<file path="src/rtl/fifo.sv">
// Single-clock first-word-fall-through FIFO; head word is shown on r_data.
// Ports: clk, reset, rd, wr, w_data -> empty, full, r_data (+ count when FIFO_COUNT_EN).
module fifo #(
  parameter int DATA_WIDTH = 8,
  parameter int ADDR_WIDTH = 4
) (
  input  logic                  clk,
  input  logic                  reset,
  input  logic                  rd,
  input  logic                  wr,
  input  logic [DATA_WIDTH-1:0] w_data,
  output logic                  empty,
  output logic                  full,
`ifdef FIFO_COUNT_EN
  output logic [ADDR_WIDTH:0]   count,
`endif
  output logic [DATA_WIDTH-1:0] r_data
);

  localparam int DEPTH = 2 ** ADDR_WIDTH;
  localparam logic [ADDR_WIDTH-1:0] PONE = 1;

  logic [DATA_WIDTH-1:0] r_mem [DEPTH];
  logic [ADDR_WIDTH-1:0] r_wptr;
  logic [ADDR_WIDTH-1:0] r_rptr;
  logic                  r_empty;
  logic                  r_full;

  logic [ADDR_WIDTH-1:0] w_wptr_nxt;
  logic [ADDR_WIDTH-1:0] w_rptr_nxt;
  logic                  w_wr_ok;
  logic                  w_rd_ok;

  assign w_wptr_nxt = r_wptr + PONE;
  assign w_rptr_nxt = r_rptr + PONE;

  // A full FIFO still takes a write when the head is popped in the same cycle.
  assign w_wr_ok = wr & (~r_full | rd);
  assign w_rd_ok = rd & ~r_empty;

  always_ff @(posedge clk) begin
    if (w_wr_ok) begin
      r_mem[r_wptr] <= w_data;
    end
  end

  always_ff @(posedge clk) begin
    if (reset) begin
      r_wptr  <= '0;
      r_rptr  <= '0;
      r_empty <= 1'b1;
      r_full  <= 1'b0;
    end else begin
      if (w_wr_ok) begin
        r_wptr <= w_wptr_nxt;
      end
      if (w_rd_ok) begin
        r_rptr <= w_rptr_nxt;
      end
      // Flags move only when exactly one side is accepted.
      unique case ({w_wr_ok, w_rd_ok})
        2'b10: begin
          r_empty <= 1'b0;
          r_full  <= (w_wptr_nxt == r_rptr);
        end
        2'b01: begin
          r_full  <= 1'b0;
          r_empty <= (w_rptr_nxt == r_wptr);
        end
        default: begin
          r_empty <= r_empty;
          r_full  <= r_full;
        end
      endcase
    end
  end

`ifdef FIFO_COUNT_EN
  logic [ADDR_WIDTH:0] r_count;

  always_ff @(posedge clk) begin
    if (reset) begin
      r_count <= '0;
    end else if (w_wr_ok & ~w_rd_ok) begin
      r_count <= r_count + 1'b1;
    end else if (w_rd_ok & ~w_wr_ok) begin
      r_count <= r_count - 1'b1;
    end
  end

  assign count = r_count;
`endif

  assign empty  = r_empty;
  assign full   = r_full;
  assign r_data = r_mem[r_rptr];

endmodule

</file>
<file path="config.mk">
export PLATFORM = sky130hd
export DESIGN_NAME = fifo
export DESIGN_NICKNAME = d
export VERILOG_FILES = /design/src/rtl/fifo.sv
export SDC_FILE = /design/constraint.sdc
export NUM_CORES = 1
export LEC_CHECK = 0
export ABC_AREA = 1
export CORE_MARGIN = 2
export CORE_UTILIZATION = 60
export DETAILED_ROUTE_END_ITERATION = 6
export PLACE_DENSITY_LB_ADDON = 0.05
export SETUP_SLACK_MARGIN = 0.02
export SYNTH_ARGS = -nofsm -noshare
export SYNTH_HDL_FRONTEND = slang
export SYNTH_SLANG_ARGS = --single-unit
</file>
<file path="constraint.sdc">
create_clock -name clk -period 2.2 [get_ports clk]
set_input_delay 0.66 -clock clk [delete_from_list [all_inputs] [get_ports clk]]
set_output_delay 0.66 -clock clk [all_outputs]
set_load 0.05 [all_outputs]
</file>
Word-level counts from Yosys, hierarchy flattened:

Memories as Yosys holds them, arrays and structs flattened. A register that Yosys moved wholly into a read port is not among the register bits.
Index checks and enable logic that the tools add are counted.

* output and inout port bits: 10
* word-level logic and storage cells: 23
* memory bits (writable): 128
* register bits: 10
* bits in latches: 0
* input bits: 12
* ROM bits: 0
* memories: 1

Memory list
* r_mem: words 16, width 8, read ports 1, clocked after memory_dff 1, wr ports 1, line 23 `logic [DATA_WIDTH-1:0] r_mem [DEPTH];`

* mux-type cells: 6
* divide/modulo/power cells: 0
* equality and inequality tests: 4
* bitwise logic cells: 5
* $mul: 0
* reductions and logical operators: 1
* magnitude comparators: 0
* add/sub/neg operators: 2
* shift-type cells: 0

Operators with widths (number)
* $add A4 B1 Y4 const B: 2
* $eq A4 B4 Y1: 2
* $mux W4: 2
* $pmux W1 S2: 2
* $and A1 B1 Y1: 2
* $eq A2 B1 Y1 const B: 1
* $eq A2 B2 Y1 const B: 1
* $mux W1: 2
* $not A1 Y1: 2
* $reduce_bool A2 Y1: 1
* $or A1 B1 Y1: 1

Longest topological paths before layout:

* word-level depth: 5
* gate-level depth with buffers: 11
* gate-level depth less buffers: 11

Worst setup path before layout:

No wires, ideal clock.

* kind: reg2out
* start: reg (tool-made name)
* end: out r_data[5]
* required time: 1540 ps
* arrival: 1299 ps
* path buffers: 3
* stages on the path, launching flop included: 9
* path slack: 241 ps
* cell sequence: dfxtp_1 buf_6 buf_6 buf_6 nand2_1 o211ai_2 nand3_1 nand3_1 nand2_1

RTL lines
* end: declaration: line 17 `output logic [DATA_WIDTH-1:0] r_data`

==> metrics list <==
* Status: complete, but fails checks
- Violations in the final reports: setup timing
* Skew-Pair Late Insertion Delay: 0.52 ns
- The setup check on the worst reg-to-reg path leaves a slack of 0.64 ns.
- Leading cell type in the layout, fill and taps excluded: edfxtp_1
- Total Negative Setup Slacks: -2.69 ns
- Internal power contribution: 5.36 mW
- Area after detailed placement: 0.00672 mm^2
- Crit path capture: r_data[1]
* Worst min-delay path category: flip-flop to flip-flop
* Fraction of final layout cells sized beyond drive strength 1: 21.6%
* Hpwl dp: 8650 um
- Highest net fanout along the worst path: 10
* Initial DRT Pass Iterations: 5
- Final period util: 117%
- After synthesis, the netlist uses 21 different library cells.
* Sequential-to-total area share from yosys stat: 68.0%
* Total detailed-routing wirelength: 14000 um
- Clk network pwr share: 42.7%
* Overflow after GRT: 0
* Floorplan Core Area: 0.00977 mm^2
- Die Footprint: 0.0109 mm^2
- The setup path with the least slack is of type flip-flop to primary output.
- Initial cell density of the core: 62.1%
- Clock tree synthesis selected as its root buffer the cell clkbuf_8.
* Max Freq: 0.388 GHz
- Counting flops and latches in the post-synthesis netlist gives 142.
* Leading cell types by total area after synthesis: edfxtp_1, inv_1, dfxtp_1
* Final min period: 2.58 ns
* Max capacitance violation total: 0
* Vias in the first global route: 4017
- After detailed routing, the number of vias per cell comes to 5.62.
* Worst endpoint required time: 1.54 ns
- Final worst setup slack: -0.378 ns
* Most used cells in the layout excluding fill and tap cells: edfxtp_1, inv_1, nand2_1, nand3_1, buf_4
- Fraction of the core area covered by cells at the end of the flow: 78.2%
- Yosys printed 0 warnings.
* Synth Area per Inst: 11.4 um^2
- STA classifies the critical path endpoint as a primary output.
- Detailed routing inserted a total of 4136 vias.
- Clock tree from TritonCTS: built
* Layout Skew: 0.00619 ns
- Number of violations reported at the end of detailed-routing iteration 0: 372
* Arrival @ worst endpoint: 1.92 ns
- Antenna violations before repair: 0
- Number of top-level pins: 22
* Most area-hungry cell type in the Yosys netlist: edfxtp_1
* Number of levels the H-tree was split into: 4
* # nets final: 608
* Die height: 105 um
- The layout has 624 filler cells.
* Antenna Cells: 0
* Combinational group share of total power: 14.1%
- Final antenna-violating net count: 0
* Transition at the pin with the smallest max-transition slack: 0.668 ns
- Input/output buffers: 21
* Share of power burned in registers: 43.2%
- Total setup violations reported at the end of the flow: 8
- At the end of routability-driven placement, the weighted congestion stood at 0.875.
* Number of buffers added by the clock tree synthesis step: 17
* Cells after synthesis: 530
* Static leakage: 2.88 nW
* Switching Fraction: 24.1%
* CTS max path bufs: 2
* Final hold viol count: 0
* Area growth from synthesis to final layout: 26.0%
* DRC violations left: 0
* Post-detailed-route wirelength per cell: 19.0 um
- The first global-routing pass estimated 21400 um of wire.
* Row cnt: 36
- Clock input transition at the sequential cells of the worst setup and hold paths: 0.06 ns
* Relative slew slack: 55.3%
- Unrepaired setup endpoints after global routing: yes
- Final max-slew violation count: 0
- Element type at the critical path start: flip-flop
- Dividing total power by cell area gives a power density of 924 mW/mm^2.
* Depth of the worst register-to-register path: 4
- The worst register-to-register path ends at r_mem[7][2].
- For this design, the CTS-stage hold fixing added 0 buffers.
- OpenSTA, run right after detailed placement, puts the worst setup slack at -0.107 ns.
- The share of synthesized area in the top cell type comes to 63.4%.
- Synthesized cell area: 0.00607 mm^2
* Launch instance of the worst register-to-register path: r_wptr[1]
- The finished cells cover 0.00764 mm^2.
* Total global-route track usage: 26.6%
* Clock net sink count: 142
* Maximum number of pins on one net before global-route repair: 41
- The worst-case IR drop observed on VDD is 0.583 mV.
- Syn nets: 548
- The analysis attributes to net switching a power of 1.70 mW.
- From left edge to right edge, the die measures 105 um.
==> power groups by stage <==
stage          Clock, mW  Combinational (mW)  Sequential (mW)
2_1_floorplan          0               0.489             3.10
3_3_place_gp           0               0.865             3.11
3_5_place_dp           0               0.874             3.11
4_1_cts             3.03               0.958             3.05
5_1_grt             3.16                1.06             3.06
6_report            3.02               0.993             3.05
==> per-layer routing <==
layer	vias to the layer above	track usage (%)	part of all wire [%]
met5	-	0	0
met4	0	12.6	3.0
met3	34	4.87	6.0
met2	153	42.6	49
met1	1978	35.5	42
li1	1971	-	-
==> critical path: stages, from the launching register on <==
cell,delay [ns]
dfxtp_4,0.39
buf_12,0.15
buf_8,0.14
o211ai_1,0.22
nand3_1,0.13
nand3_1,0.11
nand2_2,0.09
buf_12,0.15
==> what timing repair did <==
item	in CTS	in global routing
resized for setup	49	14
pin swaps	22	15
cloned	1	1
setup endpoints to repair	10	8
setup buffers	7	0
==> stage by stage <==
step	total power, mW	instances	hold WS, ns
6_report	7.06	736	0.519
5_1_grt	7.28	736	0.565
4_1_cts	7.04	735	0.521
3_5_place_dp	3.98	696	0.507
3_3_place_gp	3.97	696	0.509
2_1_floorplan	3.59	530	0.504
==> registers in the layout, indices dropped and copies added (netlist names), named ones only <==
register	count
r_mem	128
r_rptr	4
r_wptr	4
empty	1
full	1
==> kinds of logic (layout without fill, tap and decap cells) <==
| family | Yosys count | after routing | share of synthesized area (%) |
|---|---|---|---|
| AO/OA/AOI/OAI | 114 | 114 | 11.6 |
| XOR/XNOR | 5 | 5 | 0.722 |
| adder cells (fa/ha/maj) | 6 | 6 | 1.24 |
| buffers and inverters | 111 | 184 | 7.76 |
| flip-flops | 142 | 142 | 68.0 |
| AND/OR/NAND/NOR | 152 | 152 | 10.7 |
==> how the worst min path moves through the flow <==
stage | from | endpoint | slack (ns) | cells after the start
floorplan | r_rptr[0] | flip-flop | 0.50 | 2
global placement | empty | empty | 0.51 | 2
detailed placement | empty | empty | 0.51 | 2
CTS | empty | empty | 0.52 | 2
global route | empty | empty | 0.56 | 2
finish | empty | empty | 0.52 | 2
==> final cells by class <==
| cell class | instances | area (um^2) | share of cell area [%] |
|---|---|---|---|
| Tap cell | 133 | 166 | 2.18 |
| Multi-Input combinational cell | 277 | 1610 | 21.1 |
| Timing Repair Buffer | 67 | 776 | 10.1 |
| Clock buffer | 18 | 418 | 5.47 |
| Sequential cell | 142 | 4130 | 54.1 |
| Clock inverter | 14 | 216 | 2.83 |
| Inverter | 85 | 323 | 4.22 |
==> Yosys cell counts (all sizes together) <==
cell type and number:
buf 22, xor2 3, ha 6, edfxtp 128
inv 85, xnor2 2, nand3 55, a21oi 40
nor2 23, a31oi 2, nand4 4, nand2 70
clkbuf 4, dfxtp 14, o21ai 40, o211ai 32
No activity file was read; power rests on OpenSTA's default activity.
